## src/rtl/dest_ip_tbl_arbiter_pkg.sv

```systemverilog
// Shared types for the destination-IP table arbiter: FSM states, op encoding, default timeout.
package dest_ip_tbl_arbiter_pkg;

  localparam int DEF_TIMEOUT_CYCLES = 16;

  typedef enum logic [2:0] {
    IDLE,
    ISSUE,
    WAIT_ACK,
    DONE,
    SWEEP_ISSUE,
    SWEEP_WAIT
  } state_e;

  typedef enum logic {
    OP_RD = 1'b0,
    OP_WR = 1'b1
  } op_e;

endpackage

```

## src/rtl/dest_ip_tbl_arbiter_rr_arb2.sv

```systemverilog
// Two-way round-robin grant: combinational grant, registered last-grant pointer.
module rr_arb2 (
  input  logic       clk,
  input  logic       rst_n,
  input  logic [1:0] req,
  input  logic       accept,
  output logic [1:0] gnt
);

  logic last_q, last_d;

  always_comb begin
    gnt    = req;
    // With both pending, favour the requester that was not served last.
    if (req == 2'b11) gnt = last_q ? 2'b01 : 2'b10;
    last_d = last_q;
    if (accept && (|gnt)) last_d = gnt[1];
  end

  // Pointer starts at 1 so requester 0 wins the first contended grant.
  always_ff @(posedge clk or negedge rst_n) begin
    if (!rst_n) last_q <= 1'b1;
    else        last_q <= last_d;
  end

endmodule

```

## src/rtl/dest_ip_tbl_arbiter.sv

```systemverilog
// Serialises two requesters onto the single destination-IP table port with an ack timeout.
// Optional table clear sweep is built when DEST_IP_TBL_ARB_SWEEP_EN is defined.
module dest_ip_tbl_arbiter
  import dest_ip_tbl_arbiter_pkg::*;
#(
  parameter int C_S_AXI_DATA_WIDTH = 32,
  parameter int TBL_ADDR_WIDTH     = 5,
  parameter int TIMEOUT_CYCLES     = DEF_TIMEOUT_CYCLES
) (
  input  logic                          AXI_ACLK,
  input  logic                          AXI_RESETN,
  input  logic                          req0_rd,
  input  logic                          req0_wr,
  input  logic [TBL_ADDR_WIDTH-1:0]     req0_addr,
  input  logic [C_S_AXI_DATA_WIDTH-1:0] req0_wr_data,
  output logic [C_S_AXI_DATA_WIDTH-1:0] req0_rd_data,
  output logic                          req0_ack,
  output logic                          req0_err,
  input  logic                          req1_rd,
  input  logic                          req1_wr,
  input  logic [TBL_ADDR_WIDTH-1:0]     req1_addr,
  input  logic [C_S_AXI_DATA_WIDTH-1:0] req1_wr_data,
  output logic [C_S_AXI_DATA_WIDTH-1:0] req1_rd_data,
  output logic                          req1_ack,
  output logic                          req1_err,
  output logic                          tbl_rd_req,
  output logic                          tbl_wr_req,
  output logic [TBL_ADDR_WIDTH-1:0]     tbl_rd_addr,
  output logic [TBL_ADDR_WIDTH-1:0]     tbl_wr_addr,
  output logic [C_S_AXI_DATA_WIDTH-1:0] tbl_wr_data,
  input  logic [C_S_AXI_DATA_WIDTH-1:0] tbl_rd_data,
  input  logic                          tbl_rd_ack,
  input  logic                          tbl_wr_ack,
  output logic                          busy,
  output logic [31:0]                   err_count
`ifdef DEST_IP_TBL_ARB_SWEEP_EN
  ,
  input  logic                          clear_start,
  output logic                          clear_busy
`endif
);

  localparam int DW    = C_S_AXI_DATA_WIDTH;
  localparam int AW    = TBL_ADDR_WIDTH;
  localparam int CNT_W = $clog2(TIMEOUT_CYCLES) + 1;

  state_e          state_q, state_d;
  op_e             hold_op_q, hold_op_d;
  logic            hold_ill_q, hold_ill_d;
  logic            hold_id_q, hold_id_d;
  logic [CNT_W-1:0] cnt_q, cnt_d;

  logic            tbl_rd_req_q, tbl_rd_req_d, tbl_wr_req_q, tbl_wr_req_d;
  logic [AW-1:0]   tbl_rd_addr_q, tbl_rd_addr_d, tbl_wr_addr_q, tbl_wr_addr_d;
  logic [DW-1:0]   tbl_wr_data_q, tbl_wr_data_d;
  logic            req0_ack_q, req0_ack_d, req1_ack_q, req1_ack_d;
  logic            req0_err_q, req0_err_d, req1_err_q, req1_err_d;
  logic [DW-1:0]   req0_rd_data_q, req0_rd_data_d, req1_rd_data_q, req1_rd_data_d;
  logic            busy_q, busy_d;
  logic [31:0]     err_count_q, err_count_d;

  logic [1:0]      gnt;
  logic            rr_accept;
  logic            sel_rd, sel_wr;
  logic [AW-1:0]   sel_addr;
  logic [DW-1:0]   sel_data;
  logic            done_en, done_err, err_inc;
  logic [DW-1:0]   done_data;

`ifdef DEST_IP_TBL_ARB_SWEEP_EN
  logic            sweep_pend_q, sweep_pend_d;
  logic [AW-1:0]   sweep_addr_q, sweep_addr_d;
  logic            clear_busy_q, clear_busy_d;
  logic            sweeping;
  assign sweeping = sweep_pend_q || (state_q == SWEEP_ISSUE) || (state_q == SWEEP_WAIT);
`endif

  rr_arb2 u_rr (
    .clk    (AXI_ACLK),
    .rst_n  (AXI_RESETN),
    .req    ({req1_rd | req1_wr, req0_rd | req0_wr}),
    .accept (rr_accept),
    .gnt    (gnt)
  );

  always_comb begin
    state_d        = state_q;
    hold_op_d      = hold_op_q;
    hold_ill_d     = hold_ill_q;
    hold_id_d      = hold_id_q;
    cnt_d          = cnt_q;
    tbl_rd_req_d   = 1'b0;
    tbl_wr_req_d   = 1'b0;
    tbl_rd_addr_d  = tbl_rd_addr_q;
    tbl_wr_addr_d  = tbl_wr_addr_q;
    tbl_wr_data_d  = tbl_wr_data_q;
    req0_ack_d     = 1'b0;
    req1_ack_d     = 1'b0;
    req0_err_d     = 1'b0;
    req1_err_d     = 1'b0;
    req0_rd_data_d = req0_rd_data_q;
    req1_rd_data_d = req1_rd_data_q;
    rr_accept      = 1'b0;
    done_en        = 1'b0;
    done_err       = 1'b0;
    done_data      = '0;
    err_inc        = 1'b0;
    sel_rd         = gnt[1] ? req1_rd      : req0_rd;
    sel_wr         = gnt[1] ? req1_wr      : req0_wr;
    sel_addr       = gnt[1] ? req1_addr    : req0_addr;
    sel_data       = gnt[1] ? req1_wr_data : req0_wr_data;
`ifdef DEST_IP_TBL_ARB_SWEEP_EN
    sweep_pend_d   = sweep_pend_q | (clear_start & ~sweeping);
    sweep_addr_d   = sweep_addr_q;
`endif

    case (state_q)
      IDLE: begin
`ifdef DEST_IP_TBL_ARB_SWEEP_EN
        if (sweep_pend_q) begin
          sweep_pend_d  = 1'b0;
          sweep_addr_d  = '0;
          tbl_wr_req_d  = 1'b1;
          tbl_wr_addr_d = '0;
          tbl_wr_data_d = '0;
          state_d       = SWEEP_ISSUE;
        end else
`endif
        if (|gnt) begin
          // The table-side address/data registers double as the holding registers.
          rr_accept  = 1'b1;
          hold_id_d  = gnt[1];
          hold_ill_d = sel_rd & sel_wr;
          hold_op_d  = sel_wr ? OP_WR : OP_RD;
          state_d    = ISSUE;
          if (!(sel_rd & sel_wr)) begin
            if (sel_wr) begin
              tbl_wr_req_d  = 1'b1;
              tbl_wr_addr_d = sel_addr;
              tbl_wr_data_d = sel_data;
            end else begin
              tbl_rd_req_d  = 1'b1;
              tbl_rd_addr_d = sel_addr;
            end
          end
        end
      end
      ISSUE: begin
        cnt_d = '0;
        if (hold_ill_q) begin
          done_en  = 1'b1;
          done_err = 1'b1;
        end else begin
          state_d = WAIT_ACK;
        end
      end
      WAIT_ACK: begin
        cnt_d = cnt_q + CNT_W'(1);
        if (hold_op_q == OP_RD && tbl_rd_ack) begin
          done_en   = 1'b1;
          done_data = tbl_rd_data;
        end else if (hold_op_q == OP_WR && tbl_wr_ack) begin
          done_en = 1'b1;
        end else if (cnt_q == CNT_W'(TIMEOUT_CYCLES - 1)) begin
          done_en  = 1'b1;
          done_err = 1'b1;
        end
      end
      DONE: state_d = IDLE;
`ifdef DEST_IP_TBL_ARB_SWEEP_EN
      SWEEP_ISSUE: begin
        cnt_d   = '0;
        state_d = SWEEP_WAIT;
      end
      SWEEP_WAIT: begin
        cnt_d = cnt_q + CNT_W'(1);
        if (tbl_wr_ack || cnt_q == CNT_W'(TIMEOUT_CYCLES - 1)) begin
          err_inc = ~tbl_wr_ack;
          if (sweep_addr_q == {AW{1'b1}}) begin
            state_d = IDLE;
          end else begin
            sweep_addr_d  = sweep_addr_q + AW'(1);
            tbl_wr_req_d  = 1'b1;
            tbl_wr_addr_d = sweep_addr_q + AW'(1);
            tbl_wr_data_d = '0;
            state_d       = SWEEP_ISSUE;
          end
        end
      end
`endif
      default: state_d = IDLE;
    endcase

    if (done_en) begin
      state_d = DONE;
      err_inc = done_err;
      if (hold_id_q) begin
        req1_ack_d     = 1'b1;
        req1_err_d     = done_err;
        req1_rd_data_d = done_data;
      end else begin
        req0_ack_d     = 1'b1;
        req0_err_d     = done_err;
        req0_rd_data_d = done_data;
      end
    end

    err_count_d = (err_inc && err_count_q != 32'hFFFF_FFFF) ? err_count_q + 32'd1 : err_count_q;
    busy_d      = (state_d != IDLE);
`ifdef DEST_IP_TBL_ARB_SWEEP_EN
    clear_busy_d = sweep_pend_d || (state_d == SWEEP_ISSUE) || (state_d == SWEEP_WAIT);
`endif
  end

  always_ff @(posedge AXI_ACLK or negedge AXI_RESETN) begin
    if (!AXI_RESETN) begin
      state_q        <= IDLE;
      hold_op_q      <= OP_RD;
      hold_ill_q     <= 1'b0;
      hold_id_q      <= 1'b0;
      cnt_q          <= '0;
      tbl_rd_req_q   <= 1'b0;
      tbl_wr_req_q   <= 1'b0;
      tbl_rd_addr_q  <= '0;
      tbl_wr_addr_q  <= '0;
      tbl_wr_data_q  <= '0;
      req0_ack_q     <= 1'b0;
      req1_ack_q     <= 1'b0;
      req0_err_q     <= 1'b0;
      req1_err_q     <= 1'b0;
      req0_rd_data_q <= '0;
      req1_rd_data_q <= '0;
      busy_q         <= 1'b0;
      err_count_q    <= '0;
`ifdef DEST_IP_TBL_ARB_SWEEP_EN
      sweep_pend_q   <= 1'b0;
      sweep_addr_q   <= '0;
      clear_busy_q   <= 1'b0;
`endif
    end else begin
      state_q        <= state_d;
      hold_op_q      <= hold_op_d;
      hold_ill_q     <= hold_ill_d;
      hold_id_q      <= hold_id_d;
      cnt_q          <= cnt_d;
      tbl_rd_req_q   <= tbl_rd_req_d;
      tbl_wr_req_q   <= tbl_wr_req_d;
      tbl_rd_addr_q  <= tbl_rd_addr_d;
      tbl_wr_addr_q  <= tbl_wr_addr_d;
      tbl_wr_data_q  <= tbl_wr_data_d;
      req0_ack_q     <= req0_ack_d;
      req1_ack_q     <= req1_ack_d;
      req0_err_q     <= req0_err_d;
      req1_err_q     <= req1_err_d;
      req0_rd_data_q <= req0_rd_data_d;
      req1_rd_data_q <= req1_rd_data_d;
      busy_q         <= busy_d;
      err_count_q    <= err_count_d;
`ifdef DEST_IP_TBL_ARB_SWEEP_EN
      sweep_pend_q   <= sweep_pend_d;
      sweep_addr_q   <= sweep_addr_d;
      clear_busy_q   <= clear_busy_d;
`endif
    end
  end

  assign tbl_rd_req   = tbl_rd_req_q;
  assign tbl_wr_req   = tbl_wr_req_q;
  assign tbl_rd_addr  = tbl_rd_addr_q;
  assign tbl_wr_addr  = tbl_wr_addr_q;
  assign tbl_wr_data  = tbl_wr_data_q;
  assign req0_ack     = req0_ack_q;
  assign req1_ack     = req1_ack_q;
  assign req0_err     = req0_err_q;
  assign req1_err     = req1_err_q;
  assign req0_rd_data = req0_rd_data_q;
  assign req1_rd_data = req1_rd_data_q;
  assign busy         = busy_q;
  assign err_count    = err_count_q;
`ifdef DEST_IP_TBL_ARB_SWEEP_EN
  assign clear_busy   = clear_busy_q;
`endif

endmodule
```

## config.mk

```make
export PLATFORM = sky130hd
export DESIGN_NAME = dest_ip_tbl_arbiter
export DESIGN_NICKNAME = d
export VERILOG_FILES = /design/src/rtl/dest_ip_tbl_arbiter_pkg.sv /design/src/rtl/dest_ip_tbl_arbiter_rr_arb2.sv /design/src/rtl/dest_ip_tbl_arbiter.sv
export SDC_FILE = /design/constraint.sdc
export NUM_CORES = 1
export LEC_CHECK = 0
export CORE_ASPECT_RATIO = 1.1
export CORE_MARGIN = 5
export CORE_UTILIZATION = 44
export CTS_CLUSTER_DIAMETER = 100
export DETAILED_ROUTE_END_ITERATION = 8
export GPL_TIMING_DRIVEN = 0
export PLACE_DENSITY = 0.85
export SETUP_SLACK_MARGIN = 0.3
export SLEW_MARGIN = 5
export SYNTH_ARGS = -nofsm -noshare
export SYNTH_HDL_FRONTEND = slang
export SYNTH_SLANG_ARGS = --single-unit
```

## constraint.sdc

```tcl
create_clock -name AXI_ACLK -period 2.95 [get_ports AXI_ACLK]
set_clock_uncertainty 0.15 [all_clocks]
set_input_delay 0.59 -clock AXI_ACLK [delete_from_list [all_inputs] [get_ports AXI_ACLK]]
set_output_delay 0.59 -clock AXI_ACLK [all_outputs]
set_load 0.01 [all_outputs]
```

==> reports/summary.txt <==
SETUP PATH
--------------------------------------------------------------------------------------
Cell chain of the critical path ......................................... clkdlybuf4s50_1 > o21ai_0 > o21ai_1 > clkbuf_4 > buf_4 > mux2_2 > mux2_2
Cell mode on critical path .............................................. sky130_fd_sc_hd__mux2_2
Dominant delay contributor by cell family on the critical path .......... buffers and inverters
Longest individual stage delay on the worst path ........................      0.55 ns
Endpoint arrival time on the critical path ..............................      2.69 ns
Launching element type of the critical path .............................    input pin
Number of buffers and inverters on the critical path ....................            3
Reg2reg setup slack .....................................................      0.46 ns
Maximum fanout along the worst path .....................................           10
Max stage delay cell, worst path ........................................ sky130_fd_sc_hd__clkdlybuf4s50_1
Element type at the critical path end ...................................    flip-flop
Kind of critical path ...................................................    in -> reg
CP Data Required Time ...................................................      3.11 ns

PLACED DESIGN
--------------------------------------------------------------------------------------
Count of placed standard cells including taps ...........................         1071
Count of port buffers added during placement ............................          258
Pre-CTS WS ..............................................................    -0.295 ns
GP Congestion ...........................................................        0.796
Post-DP HPWL ............................................................      14.6 mm
Post-detailed-placement cell area .......................................    9710 um^2

STA
--------------------------------------------------------------------------------------
RSZ-0062 raised after global routing ....................................           no
Actual transition at the worst max-transition pin .......................     0.775 ns
Share of the clock period used by the worst path ........................        0.859
Fin worst setup slack ...................................................     0.415 ns
Final hold viol count ...................................................            0
Max_slew headroom .......................................................        0.479
Min Clock Period, post-route ............................................      2.54 ns
Final setup vio count ...................................................            0
Highest Clock Rate ......................................................    0.394 GHz
Final Max Tran Viols ....................................................            0

CTS
--------------------------------------------------------------------------------------
Clk slew on worst S/H paths .............................................      0.07 ns
Sink count of the clock tree ............................................          157
H-Tree Depth ............................................................            4
Skew-Pair Late Insertion Delay ..........................................      0.41 ns
Clock root buffer ....................................................... sky130_fd_sc_hd__clkbuf_16
Maximum clock path buffer count .........................................            2
Total CTS buffers .......................................................           17
CTS tree ................................................................        built
Hold-fix buffers at CTS .................................................            0

CELLS AND AREA
--------------------------------------------------------------------------------------
Final design area excluding fillers .....................................   10300 um^2
Layout cell share with drive strength beyond 1 ..........................        0.162
Post-layout instance count excluding filler cells .......................         1106
Layout Area Growth over Synthesis .......................................        50.2%
Filler cell count in the final layout ...................................         1184
Total number of nets in the final design ................................         1014
Diode insertion count for antenna repair ................................            0

GLOBAL ROUTING
--------------------------------------------------------------------------------------
Overflow left after global routing ......................................            0
Maximum number of pins on one net before global-route repair ............           84
Highest-utilization routing layer at the global route stage .............         met2
GR met1 Demand/Resource .................................................        0.252
Initial antenna violation count .........................................            0
Grt met2 use ............................................................        0.359
Met3 track demand over resource in global routing .......................       0.0760
Overall Global Routing Usage ............................................        0.213
Global-route wire length before repair ..................................      30.4 mm
Number of global-route vias before repair ...............................         5789

YOSYS
--------------------------------------------------------------------------------------
Cell area after technology mapping ......................................    6850 um^2
Sequential-to-total area share from yosys stat ..........................        0.574
Post-synthesis net count ................................................          733
Top FF cell, synth ...................................................... sky130_fd_sc_hd__dfrtp_1
Count of flip-flops with a built-in enable after synthesis ..............            0
Flops & latches, synth ..................................................          157
Count of yosys warnings during synthesis ................................            0
Syn_area_per_cell .......................................................    11.1 um^2
Share of synthesized flip-flops with an asynchronous set or reset .......         1.00
Count of mapped cells out of synthesis ..................................          616
Number of distinct standard cells referenced by the synthesized netlist .           44

ROUTING
--------------------------------------------------------------------------------------
Final wirelength ........................................................      19.1 mm
Per-cell via count in the routed design .................................         5.11
Post-DR wirelength/cell .................................................      17.3 um
Detailed Routing Iterations Pass 1 ......................................            4
Iteration-0 DRC Markers .................................................          326
Post-route antenna net violation count ..................................            0
DR vias .................................................................         5654
DR DRC count ............................................................            0

DIE
--------------------------------------------------------------------------------------
Top Ports ...............................................................          259
Core Area ...............................................................   15200 um^2
Floorplan die width .....................................................       129 um
Number of placement rows ................................................           47
Overall die area ........................................................   18200 um^2
Initial Utilization .....................................................        0.452
Die height ..............................................................       141 um

HOLD PATH
--------------------------------------------------------------------------------------
Class of the tightest hold or removal check .............................  in -> async

POWER AND IR DROP
--------------------------------------------------------------------------------------
Switching Share .........................................................        0.300
Worst IR drop on VDD ....................................................     0.509 mV
Internal Dissipation ....................................................      5.12 mW
Power density over the cells ............................................  711 nW/um^2
Total net switching power ...............................................      2.20 mW
Clock share of power ....................................................        0.267
Power share of the combinational group ..................................        0.336
Standby leakage power ...................................................      4.19 nW
Sequential group share of total power ...................................        0.397

STATUS
--------------------------------------------------------------------------------------
Outcome ................................................................. finished clean

RUN
--------------------------------------------------------------------------------------
Count of max-cap constraint violations ..................................            0

## stage by stage
| stage | power, mW | hold WS, ns | TNS (ns) | utilization |
|---|---|---|---|---|
| 2_1_floorplan | 4.06 | 0.144 | 0 | - |
| 3_3_place_gp | 5.33 | 0.295 | -834.31 | 0.638 |
| 3_5_place_dp | 5.39 | 0.295 | -12.19 | 0.640 |
| 4_1_cts | 7.38 | 0.0331 | 0 | 0.676 |
| 5_1_grt | 7.72 | 0.0656 | 0 | 0.678 |
| 6_report | 7.32 | 0.0206 | 0 | 0.678 |
## cells in the mapped netlist, drive strengths merged, types with 3 or more instances
master,n,area share
nand2,115,0.063
mux2,81,0.13
ha,3,0.0055
xnor2,23,0.029
nand4,12,0.011
and4,3,0.0038
o211ai,3,0.0033
xor2,7,0.0089
nand3,16,0.012
buf,9,0.0075
nor4,4,0.0055
nor2,19,0.010
clkbuf,21,0.012
nor3,7,0.0080
a41oi,3,0.0066
inv,17,0.0093
and2,3,0.0027
a21oi,8,0.0058
and3,8,0.0073
o21ai,77,0.056
dfrtp,156,0.57
## layer usage
| layer | up-vias | share of wire |
|---|---|---|
| met5 | - | 0 |
| met4 | 0 | 0.024 |
| met3 | 33 | 0.088 |
| met2 | 217 | 0.50 |
| met1 | 2733 | 0.38 |
| li1 | 2671 | - |
## power by group through the flow
stage / clock, mW / combinational (mW) / sequential (mW)
floorplan: 0 / 0.990 / 3.07
global placement: 0 / 2.41 / 2.92
detailed placement: 0 / 2.45 / 2.94
CTS: 2.00 / 2.47 / 2.91
global route: 2.09 / 2.66 / 2.97
finish: 1.96 / 2.46 / 2.91
## kinds of logic (layout without fill, tap and decap cells)
group	Yosys count	in the layout	share of synthesized area
XOR/XNOR	30	30	0.0384
adder cells (fa/ha/maj)	3	3	0.00548
flip-flops	157	157	0.574
other	1	1	0.000547
AND/OR/NAND/NOR	195	195	0.132
buffers and inverters	47	341	0.0283
multiplexers	83	83	0.137
AO/OA/AOI/OAI	100	100	0.0847
## cell usage in the layout (no fill, tap or decap), drive strengths merged, types with 16 or more instances in the layout
cell,Yosys,layout
nor2,19,19
o21ai,77,77
nand3,16,16
clkdlybuf4s50,0,257
xnor2,23,23
inv,17,18
clkbuf,21,43
nand2,115,115
mux2,81,81
dfrtp,156,156
## cell type report
cell class | instances | area, um^2 | area share
Sequential cell | 157 | 3930 | 0.382
Multi-Input combinational cell | 412 | 2730 | 0.266
Timing Repair Buffer | 262 | 2640 | 0.256
Clock buffer | 23 | 468 | 0.0455
Tap cell | 196 | 245 | 0.0238
Buffer | 30 | 148 | 0.0144
Clock inverter | 9 | 63.8 | 0.00620
Inverter | 17 | 63.8 | 0.00620
## final timing paths
path,from,to,depth (start not counted)
max in group asynchronous,AXI_RESETN,u_rr.last_q,2
worst min register to register,hold_id_q,req0_err,1
worst max register to register,cnt_q[0],err_count[16],8
worst min-delay path,AXI_RESETN,err_count[14],1
min in group AXI_ACLK,hold_id_q,req0_err,1
worst max-delay path,req0_rd,tbl_wr_data[31],7
## flip-flops by register name, indices dropped and copies added, names as in the netlist, 3 cells and up
register and count:
req1_rd_data 32, req0_rd_data 32, tbl_wr_addr 5, cnt_q 5, tbl_wr_data 32, err_count 32
tbl_rd_addr 5, state_q 3
## what timing repair did
item,4_1_cts,5_1_grt
endpoints found under the setup margin,70,57
setup buffers,0,3
gates resized for setup,6,17
(Power assumes the default switching activity.)
